`src/rtl/adc_capture_pkg.sv`:
```
// adc_capture_pkg: shared widths and FSM state encoding for the ADC capture controller.
package adc_capture_pkg;
    localparam int ADC_W = 12;
    localparam int OUT_W = 13;
    typedef enum logic [1:0] {IDLE, CAL, RUN} state_t;
endpackage

```
`src/rtl/sample_strobe_gen.sv`:
```
// sample_strobe_gen: divides clk by I_CLK_FRQ/SPL_FRQ into a one-cycle sample strobe.
// Ports: clk, rst_n (sync, active-low), en (counter held at 0 when low), tick (strobe out).
module sample_strobe_gen #(
    parameter int I_CLK_FRQ = 96_000_000,
    parameter int SPL_FRQ   = 6_000_000
) (
    input  logic clk,
    input  logic rst_n,
    input  logic en,
    output logic tick
);
    localparam int DIV = I_CLK_FRQ / SPL_FRQ;
    localparam int CW  = $clog2(DIV);
    generate
        if (DIV < 2) begin : g_div_chk
            $error("sample_strobe_gen: I_CLK_FRQ/SPL_FRQ must be at least 2");
        end
    endgenerate
    logic [CW-1:0] cnt_q;
    logic          last;
    assign last = cnt_q == CW'(DIV - 1);
    always_ff @(posedge clk) begin
        if (!rst_n || !en) cnt_q <= '0;
        else               cnt_q <= last ? '0 : cnt_q + CW'(1);
    end
    // Gated so the strobe is low while reset or disabled, whatever the count.
    assign tick = rst_n & en & last;
endmodule

```
`src/rtl/adc_capture_ctrl.sv`:
```
// adc_capture_ctrl: samples an ADC, calibrates its DC level, streams DC-removed samples.
// Ports: clk, rst_n (sync, active-low), en, start, adc_data[11:0] in;
//        sample_tick, out_data[12:0]/out_valid/out_ready handshake, dc_offset[11:0],
//        cal_done, overrun (sticky), clip_count[7:0] (only live with ADC_CLIP_DETECT_EN).
module adc_capture_ctrl
    import adc_capture_pkg::*;
#(
    parameter int I_CLK_FRQ = 96_000_000,
    parameter int SPL_FRQ   = 6_000_000,
    parameter int CAL_LOG2  = 6
) (
    input  logic             clk,
    input  logic             rst_n,
    input  logic             en,
    input  logic             start,
    input  logic [ADC_W-1:0] adc_data,
    output logic             sample_tick,
    output logic [OUT_W-1:0] out_data,
    output logic             out_valid,
    input  logic             out_ready,
    output logic [ADC_W-1:0] dc_offset,
    output logic             cal_done,
    output logic             overrun,
    output logic [7:0]       clip_count
);
    localparam int ACC_W = ADC_W + CAL_LOG2;
    state_t               state_q;
    logic [ACC_W-1:0]     acc_q, acc_d;
    logic [CAL_LOG2-1:0]  cnt_q;
    logic [ADC_W-1:0]     dc_q;
    logic [OUT_W-1:0]     out_q, diff_d;
    logic                 valid_q, ovr_q, tick;

    sample_strobe_gen #(.I_CLK_FRQ(I_CLK_FRQ), .SPL_FRQ(SPL_FRQ)) u_strobe (
        .clk  (clk),
        .rst_n(rst_n),
        .en   (en),
        .tick (tick)
    );

    assign acc_d  = acc_q + ACC_W'(adc_data);
    assign diff_d = {1'b0, adc_data} - {1'b0, dc_q};

    always_ff @(posedge clk) begin
        if (!rst_n) begin
            state_q <= IDLE;
            acc_q   <= '0;
            cnt_q   <= '0;
            dc_q    <= '0;
            out_q   <= '0;
            valid_q <= 1'b0;
            ovr_q   <= 1'b0;
        end else if (!en) begin
            state_q <= IDLE;
            if (valid_q && out_ready) valid_q <= 1'b0;
        end else if (start) begin
            // dc_q is deliberately kept until the new calibration completes.
            state_q <= CAL;
            acc_q   <= '0;
            cnt_q   <= '0;
            valid_q <= 1'b0;
            ovr_q   <= 1'b0;
        end else begin
            if (valid_q && out_ready) valid_q <= 1'b0;
            case (state_q)
                CAL: if (tick) begin
                    acc_q <= acc_d;
                    cnt_q <= cnt_q + 1'b1;
                    if (&cnt_q) begin
                        dc_q    <= ADC_W'(acc_d >> CAL_LOG2);
                        state_q <= RUN;
                    end
                end
                RUN: if (tick) begin
                    // A pending unaccepted sample wins; the new one is dropped.
                    if (valid_q && !out_ready) ovr_q <= 1'b1;
                    else begin
                        out_q   <= diff_d;
                        valid_q <= 1'b1;
                    end
                end
                default: ;
            endcase
        end
    end

`ifdef ADC_CLIP_DETECT_EN
    logic [7:0] clip_q;
    always_ff @(posedge clk) begin
        if (!rst_n || (en && start))
            clip_q <= '0;
        else if (tick && (state_q == CAL || state_q == RUN) && (adc_data == '0 || &adc_data) && clip_q != 8'hFF)
            clip_q <= clip_q + 8'd1;
    end
    assign clip_count = clip_q;
`else
    assign clip_count = '0;
`endif

    assign sample_tick = tick;
    assign out_data    = out_q;
    assign out_valid   = valid_q;
    assign dc_offset   = dc_q;
    assign cal_done    = state_q == RUN;
    assign overrun     = ovr_q;
endmodule

```
`config.mk`:
```
export PLATFORM = sky130hd
export DESIGN_NAME = adc_capture_ctrl
export DESIGN_NICKNAME = d
export VERILOG_FILES = /design/src/rtl/adc_capture_pkg.sv /design/src/rtl/sample_strobe_gen.sv /design/src/rtl/adc_capture_ctrl.sv
export SDC_FILE = /design/constraint.sdc
export NUM_CORES = 1
export LEC_CHECK = 0
export ABC_AREA = 1
export CAP_MARGIN = 0
export CORE_MARGIN = 3
export CORE_UTILIZATION = 55
export DETAILED_ROUTE_END_ITERATION = 8
export PLACE_DENSITY = 0.76
export SYNTH_ARGS = -nofsm -noshare
export SYNTH_HDL_FRONTEND = slang
export SYNTH_SLANG_ARGS = --single-unit
```
`constraint.sdc`:
```
create_clock -name clk -period 2.66 [get_ports clk]
set_clock_uncertainty 0.2 [all_clocks]
set_input_delay 0.532 -clock clk [delete_from_list [all_inputs] [get_ports clk]]
set_output_delay 0.532 -clock clk [all_outputs]
set_load 0.01 [all_outputs]
```
==> metrics.cfg, run 1 <==
[finish]
drive_above_1_share_pct = 9.767
seqCellArea_um2 = 1141
diodes = 0
fin_util_pct = 71.60
area_growth_pct = 23.32
layout.nets = 685
multi_input_area_um2 = 2190
fillers = 561

[synth]
synth.distinct_cells = 39
synth_top_area_share_pct = 30.26
synthCells = 567
yosysSeqAreaShare_pct = 30.26
yosysWarnings = 0
synth_area_leaders = dfxtp_1 30%, nand2_1 15%, inv_1 8.9%
synth_edf_count = 0
synth_compound_area_share_pct = 14.93
synth_xor_area_share_pct = 2.322
synth_mux_area_share_pct = 0
synth_area_per_cell_um2 = 6.651
synth_top_family_by_area = simple AND/OR/NAND/NOR gates
synthFlopType = dfxtp_1
synthAdderAreaFrac_pct = 9.688
yosysTopAreaCell = dfxtp_1
syn-cell-area_um2 = 3771
async_flop_share_pct = 0
synthSimpleGateAreaFrac_pct = 30.33
synth.ff_latch_count = 57

[worst_setup_path]
ff2ff_path_depth = 12
worstPathRequired_ps = 1930
path_max_fanout = 5
reg2reg_from = acc_q[0]$_SDFFE_PN0P_
crit_arrival_ps = 1810
crit_path_top_delay_cell = clkdlybuf4s50_1
cpMostUsedCell = clkdlybuf4s50_1
cp-end-kind = primary output
crit_type = primary input to primary output
r2r_end = dc_offset[6]$_SDFFE_PN0P_
max_stage_delay_ps = 540
critical_path.cell_chain = clkdlybuf4s50_1 > nand2_2 > nor2_4 > clkdlybuf4s50_1
critPathLaunchType = primary input
r2r_slack_ps = 560

[route]
viasPerCell = 5.278
vias = 3811
antenna_violating_nets_post_route = 0
routed_wirelength_mm = 9.694
wl_per_cell_um = 13.43
drtIter0Drc = 219
dr.pass1.iters = 4
drc = 0

[job]
maxCapViolCount = 0

[timing]
setup_viol = 0
max_freq_mhz = 393.6
rsz0062_at_grt = no
min_period_ps = 2541
post-route-period-util_pct = 95.52
drv_slew = 0
final-hold-violation-count = 0
layout_setup_ws_ps = 119.2

[clock_network]
cts_buffers = 9
hold_buffers = 0
path_clk_slew_ps = 70
tritoncts = yes
postCtsSetupRepairBufs = 0
post_cts_resized = 0
clockRootBuffer = clkbuf_8
cts_num_sinks = 57
worstSkewPairLatency_ps = 340
htreeDepth = 3
clk_path_buf_depth = 2

[global_routing]
grt_max_degree = 29
antenna_found_initial = 0
grt_first_pass_wirelength_mm = 16.19
grt_util_all_layers_pct = 26.26
grt_pass1_vias = 3633
grt_overflow_total = 0

[power_and_ir_drop]
swShare_pct = 27.49
p_seq_share_pct = 44.8
switchingPower_mw = 0.5317
p_clk_share_pct = 40.9
p_int_mw = 1.403
p_comb_share_pct = 14.3
powerDensity_nw_per_um2 = 416.0
vdd_drop_max_mv = 0.2430
total_leakage_power_nw = 2.216

[floorplan]
num_rows = 29
pin_count = 54
chipHeight_um = 88.81
core_um2 = 6495
die_x_um = 88.81
start_util_pct = 58.06
dieArea_um2 = 7886

[placed_design]
gp_congestion = 0.9066
dpl.hpwl_mm = 7.497
dpl_worst_slack_ps = -149.1
io_buffers = 45

[worst_hold_path]
hp-start = u_strobe.cnt_q[0]$_SDFF_PP0_
hold_class = flip-flop to flip-flop
hold_path_end = u_strobe.cnt_q[0]$_SDFF_PP0_
hold_depth = 1

[run_status]
status = completed

cell usage after synthesis, types with 2 or more instances:
cell        n
nand2_1   149
buf_2       4
nand4_1     6
inv_1      89
nor2_1     35
o211ai_1    8
fa_1        2
buf_4       9
ha_1       26
inv_2       2
o21a_1      4
nor2_4      2
clkbuf_1    7
a21boi_0    2
a21oi_1    50
or2_2       4
o21ai_0    19
nand3_1    47
a22oi_1     3
xor2_1      7
a31oi_1     2
nand3_2     2
a21oi_2     2
nor3_1      9
a21o_1      4
xnor2_1     3
dfxtp_1    57
o21bai_1    2
critical path, delay by kind of cell:
kind	cells	cell delay, ps
buf+inv	2	1040
simple gates	2	240
layout make-up:
type / count / share of cell area [%]
multi-input cells: 405 / 47.08
flip-flops and latches: 57 / 24.54
repair buffers: 76 / 14.96
inverters: 91 / 7.345
clock buffers: 10 / 2.744
well taps: 77 / 2.072
clock inverters: 6 / 1.264
kinds of logic (layout without fill, tap and decap cells):
kind of cell,Yosys count,after routing
buffers and inverters,112,183
other,1,8
and+or+nand+nor,261,261
adders and majority gates,28,28
AOI/OAI and AO/OA,98,98
DFF,57,57
xor gates and xnor gates,10,10
sequential cells by signal, indices dropped and copies added, names as in the netlist:
| signal | flops |
|---|---|
| acc_q | 18 |
| cnt_q | 6 |
| dc_offset | 12 |
| out_data | 13 |
| out_valid | 1 |
| overrun | 1 |
| state_q | 2 |
| u_strobe.cnt_q | 4 |
worst max path at each step:
| stage | start | endpoint | slack, ps | cells past startpoint |
|---|---|---|---|---|
| detailed placement | adc_data[0] | out_data[6]$_SDFFE_PN0P_ | -150 | 12 |
| CTS | en | sample_tick | 110 | 4 |
| global route | adc_data[0] | dc_offset[10]$_SDFFE_PN0P_ | 30 | 13 |
| finish | rst_n | sample_tick | 120 | 4 |
| floorplan | adc_data[0] | out_data[6]$_SDFFE_PN0P_ | 460 | 11 |
| global placement | adc_data[0] | dc_offset[10]$_SDFFE_PN0P_ | -100 | 13 |
per-layer routing:
| layer | GRT usage [%] | vias to the layer above | part of all wire (%) |
|---|---|---|---|
| li1 | - | 1962 | - |
| met1 | 32.30 | 1725 | 45 |
| met2 | 45.14 | 101 | 47 |
| met3 | 3.538 | 23 | 4.7 |
| met4 | 12.23 | 0 | 3.1 |
| met5 | 0 | - | 0 |
power by group through the flow:
stage                     clock [mW]  sequential [mW]  combinational [mW]
final                          0.792            0.867               0.276
after detailed placement           0            0.886               0.271
after CTS                      0.809            0.867               0.274
after floorplan                    0            0.885               0.176
after global routing           0.843            0.867               0.307
after global placement             0            0.886               0.265
cell usage in the layout (no fill, tap or decap), types with 3 or more instances in the layout:
cell type | Yosys | routed
a21o_1 | 4 | 4
a21oi_1 | 50 | 50
a22oi_1 | 3 | 3
buf_4 | 9 | 30
clkbuf_8 | 0 | 9
clkdlybuf4s50_1 | 0 | 45
clkinv_2 | 0 | 4
conb_1 | 1 | 8
dfxtp_1 | 57 | 57
ha_1 | 26 | 26
inv_1 | 89 | 89
nand2_1 | 149 | 149
nand3_1 | 47 | 47
nand4_1 | 6 | 6
nor2_1 | 35 | 35
nor3_1 | 9 | 9
o211ai_1 | 8 | 8
o21a_1 | 4 | 4
o21ai_0 | 19 | 18
or2_2 | 4 | 4
xnor2_1 | 3 | 3
xor2_1 | 7 | 7
through the flow:
step	total power, mW	cells	TNS, ps	hold WS, ps	instance area [µm²]
floorplan	1.062	574	0	217.5	3797
global placement	1.151	706	-536.4	233.5	4464
detailed placement	1.157	706	-1509	242.8	4464
CTS	1.950	722	0	253.2	4651
global route	2.018	722	0	281.4	4651
finish	1.934	722	0	249.4	4651
No activity file was read; power rests on OpenSTA's default activity.
==> inputs of run 2 (changes only) <==
--- a/config.mk
+++ b/config.mk
@@ -10,7 +10,8 @@
 export CORE_MARGIN = 3
 export CORE_UTILIZATION = 55
 export DETAILED_ROUTE_END_ITERATION = 8
-export PLACE_DENSITY = 0.76
+export PLACE_DENSITY = 0.77
 export SYNTH_ARGS = -nofsm -noshare
 export SYNTH_HDL_FRONTEND = slang
+export SYNTH_HIERARCHICAL = 1
 export SYNTH_SLANG_ARGS = --single-unit
==> run 2 against run 1 <==
Global-route usage shrank 0.93 points. Register-to-register slack lost 210 ps. Synthesized cell count grew 3.4%. Area after synthesis shrank 0.76%. Power grew 3.2%. Largest cell class unchanged.
==> metrics.cfg, run 2 <==
[synth]
synth.ff_latch_count = 57  ; unchanged
synthAdderAreaFrac_pct = 9.763  ; +0.074 points
synth_edf_count = 0  ; unchanged
synth_compound_area_share_pct = 13.57  ; -1.4 points
synthSimpleGateAreaFrac_pct = 31.36  ; +1.0 points
synth_top_family_by_area = simple AND/OR/NAND/NOR gates
syn-cell-area_um2 = 3742  ; -0.76%
synth_most_common_cell = nand2_1
yosysTopAreaCell = dfxtp_1
yosysWarnings = 6  ; +6
synthCells = 586  ; +3.4%
synth_area_leaders = dfxtp_1 30%, nand2_1 16%, inv_1 9.6%
synth_mux_area_share_pct = 0  ; unchanged
synthFlopType = dfxtp_1
yosysSeqAreaShare_pct = 30.49  ; +0.23 points
synth_top_area_share_pct = 30.49  ; +0.23 points
synth.distinct_cells = 37  ; -5.1%
synth_xor_area_share_pct = 1.872  ; -0.45 points
async_flop_share_pct = 0  ; unchanged
synth_common_cells = 162 x nand2_1, 96 x inv_1, 58 x a21oi_1, 57 x dfxtp_1, 50 x nor2_1
synth_area_per_cell_um2 = 6.386  ; -4.0%

[floorplan]
start_util_pct = 57.94  ; -0.12 points
die_x_um = 88.49  ; -0.36%
dieArea_um2 = 7830  ; -0.72%
pin_count = 54  ; unchanged
chipHeight_um = 88.49  ; -0.36%
core_um2 = 6459  ; -0.56%
num_rows = 29  ; unchanged

[finish]
design_area_um2 = 4583  ; -1.5%
largest_reg_flops = 18  ; unchanged
layout.nets = 696  ; +1.6%
area_growth_pct = 22.47
fin_util_pct = 70.96  ; -0.64 points
drive_above_1_share_pct = 7.328  ; -2.4 points
diodes = 0  ; unchanged
most-common-layout-cells = 162 x nand2_1, 96 x inv_1, 58 x a21oi_1, 57 x dfxtp_1, 49 x nor2_1
final_cells = 732  ; +1.4%
fillers = 602  ; +7.3%
regMostFlops = acc_q
mostFrequentLayoutCell = nand2_1

[placed_design]
dpl_worst_slack_ps = -117.2  ; +31.96 ps
gp_congestion = 0.8892  ; -1.9%
dpl_cell_area_um2 = 4373  ; -2.0%
dpl.hpwl_mm = 7.251  ; -3.3%
io_buffers = 45  ; unchanged
dp.cells = 717  ; +1.6%

[global_routing]
grt_overflow_total = 0  ; unchanged
grt_first_pass_wirelength_mm = 15.26  ; -5.7%
globalRouteMet1Util_pct = 33.47  ; +1.2 points
grt-busiest-layer = met2
grt_use_met3_pct = 5.028  ; +1.5 points
grt_max_degree = 31  ; +6.9%
grt_pass1_vias = 3356  ; -7.6%
antenna_found_initial = 0  ; unchanged
grt.met2_usage_pct = 41.26  ; -3.9 points
grt_util_all_layers_pct = 25.32  ; -0.93 points

[clock_network]
cts_num_sinks = 57  ; unchanged
path_clk_slew_ps = 70  ; about the same
htreeDepth = 3  ; unchanged
clockRootBuffer = clkbuf_8
tritoncts = yes
worstSkewPairLatency_ps = 340  ; about the same
cts_buffers = 9  ; unchanged
hold_buffers = 0  ; unchanged
clk_path_buf_depth = 2  ; unchanged
postCtsSetupRepairBufs = 0  ; unchanged

[route]
antenna_violating_nets_post_route = 0  ; unchanged
viasPerCell = 5.102  ; -3.3%
routed_wirelength_mm = 9.271  ; -4.4%
vias = 3735  ; -2.0%
drtIter0Drc = 138  ; -37%
drc = 0  ; unchanged
wl_per_cell_um = 12.67  ; -5.7%
dr.pass1.iters = 4  ; unchanged

[power_and_ir_drop]
p_int_mw = 1.476  ; +5.2%
p_clk_share_pct = 44.3  ; +3.4 points
p_seq_share_pct = 43.4  ; -1.4 points
powerDensity_nw_per_um2 = 435.5  ; +4.7%
switchingPower_mw = 0.5203  ; -2.1%
swShare_pct = 26.07  ; -1.4 points
vdd_drop_max_mv = 0.2739  ; +13%
total_power_mw = 1.996  ; +3.2%
total_leakage_power_nw = 2.211  ; -0.23%
p_comb_share_pct = 12.3  ; -2.0 points

[timing]
post-route-period-util_pct = 97.22  ; +1.7 points
drv_slew = 0  ; unchanged
max_freq_mhz = 386.7  ; -1.7%
rsz0062_at_grt = no
fin_tns_setup_ps = 0  ; unchanged
layout_setup_ws_ps = 74.03  ; -45.16 ps
final-hold-violation-count = 0  ; unchanged
whs_ps = 259.6  ; +10.29 ps
min_period_ps = 2586  ; +45.16 ps
setup_viol = 0  ; unchanged

[worst_setup_path]
crit_type = primary input to primary output
cpMostUsedCell = clkdlybuf4s50_1
critPathBufInv = 2  ; unchanged
max_stage_delay_ps = 560  ; +20 ps
cp-end-kind = primary output
critPathLaunchType = primary input
reg2reg_from = u_strobe/cnt_q[0]$_SDFF_PP0_
critical_path.cell_chain = clkdlybuf4s50_1 > nand2_1 > nor2_2 > clkdlybuf4s50_1
r2r_end = cnt_q[3]$_SDFFE_PN0P_
worstPathRequired_ps = 1930  ; about the same
ff2ff_path_depth = 10  ; -2
cp_top_family = buffers and inverters
crit_arrival_ps = 1850  ; +40 ps
path_max_fanout = 3  ; -2
r2r_slack_ps = 350  ; -210 ps
crit_path_top_delay_cell = clkdlybuf4s50_1

[run_status]
status = completed

[worst_hold_path]
hold_depth = 1  ; unchanged
hp-start = cnt_q[5]$_SDFFE_PN0P_
hold_class = flip-flop to flip-flop
hold_path_end = cnt_q[5]$_SDFFE_PN0P_

[job]
maxCapViolCount = 0  ; unchanged

==> run 2: cell count changes after synthesis, moves of 4 or more <==
cell      previous run  this run
nand2_1            149       162
inv_1               89        96
a21oi_1             50        58
o21ai_0             19        23
o211ai_1             8         3
nand3_1             47        43
nor2_1              35        50
==> run 2: power by group through the flow <==
stage	sequential [mW]	clock [mW]	combinational (mW)
floorplan	0.884	0	0.162
global placement	0.885	0	0.242
detailed placement	0.886	0	0.244
CTS	0.866	0.896	0.245
global route	0.867	0.942	0.277
finish	0.866	0.884	0.246
==> run 2: routing by layer <==
layer	vias to the layer above	share of wire [%]
li1	1983	-
met1	1643	48
met2	96	46
met3	13	4.5
met4	0	1.8
met5	-	0
==> run 2: timing repair <==
item,CTS,global route
endpoints found under the hold margin,0,0
resized for setup,0,1
endpoints found under the setup margin,0,1
==> run 2: final cells by class <==
type                    count  area, µm²  area share, %
repair buffers             66      620.6          13.54
clock buffers               9      123.9          2.703
clock inverters             6      83.83          1.829
inverters                  98      367.9          8.026
flip-flops and latches     57       1141          24.90
well taps                  77      96.34          2.102
multi-input cells         419       2150          46.90
==> run 2: worst max-delay path by stage <==
stage | startpoint | to | slack, ps | cells past startpoint
finish | rst_n | sample_tick | 70 | 4
global route | rst_n | sample_tick | 8 | 4
global placement | adc_data[0] | dc_offset[6]$_SDFFE_PN0P_ | -20 | 13
detailed placement | rst_n | cnt_q[3]$_SDFFE_PN0P_ | -120 | 10
floorplan | adc_data[0] | dc_offset[6]$_SDFFE_PN0P_ | 500 | 12
CTS | rst_n | sample_tick | 0.2 | 4
==> run 2: kinds of logic after synthesis <==
| family | after synthesis |
|---|---|
| flops | 57 |
| buf+inv | 117 |
| simple gates | 279 |
| other cells | 1 |
| compound gates | 96 |
| fa+ha+maj | 28 |
| xor+xnor | 8 |
==> inputs of run 3 (changes only) <==
--- a/config.mk
+++ b/config.mk
@@ -11,6 +11,7 @@
 export CORE_UTILIZATION = 55
 export DETAILED_ROUTE_END_ITERATION = 8
 export PLACE_DENSITY = 0.77
+export SLEW_MARGIN = 20
 export SYNTH_ARGS = -nofsm -noshare
 export SYNTH_HDL_FRONTEND = slang
 export SYNTH_HIERARCHICAL = 1
==> results of run 3 <==
Same layout as run 2: the final DEF is identical, and so are final timing and power.
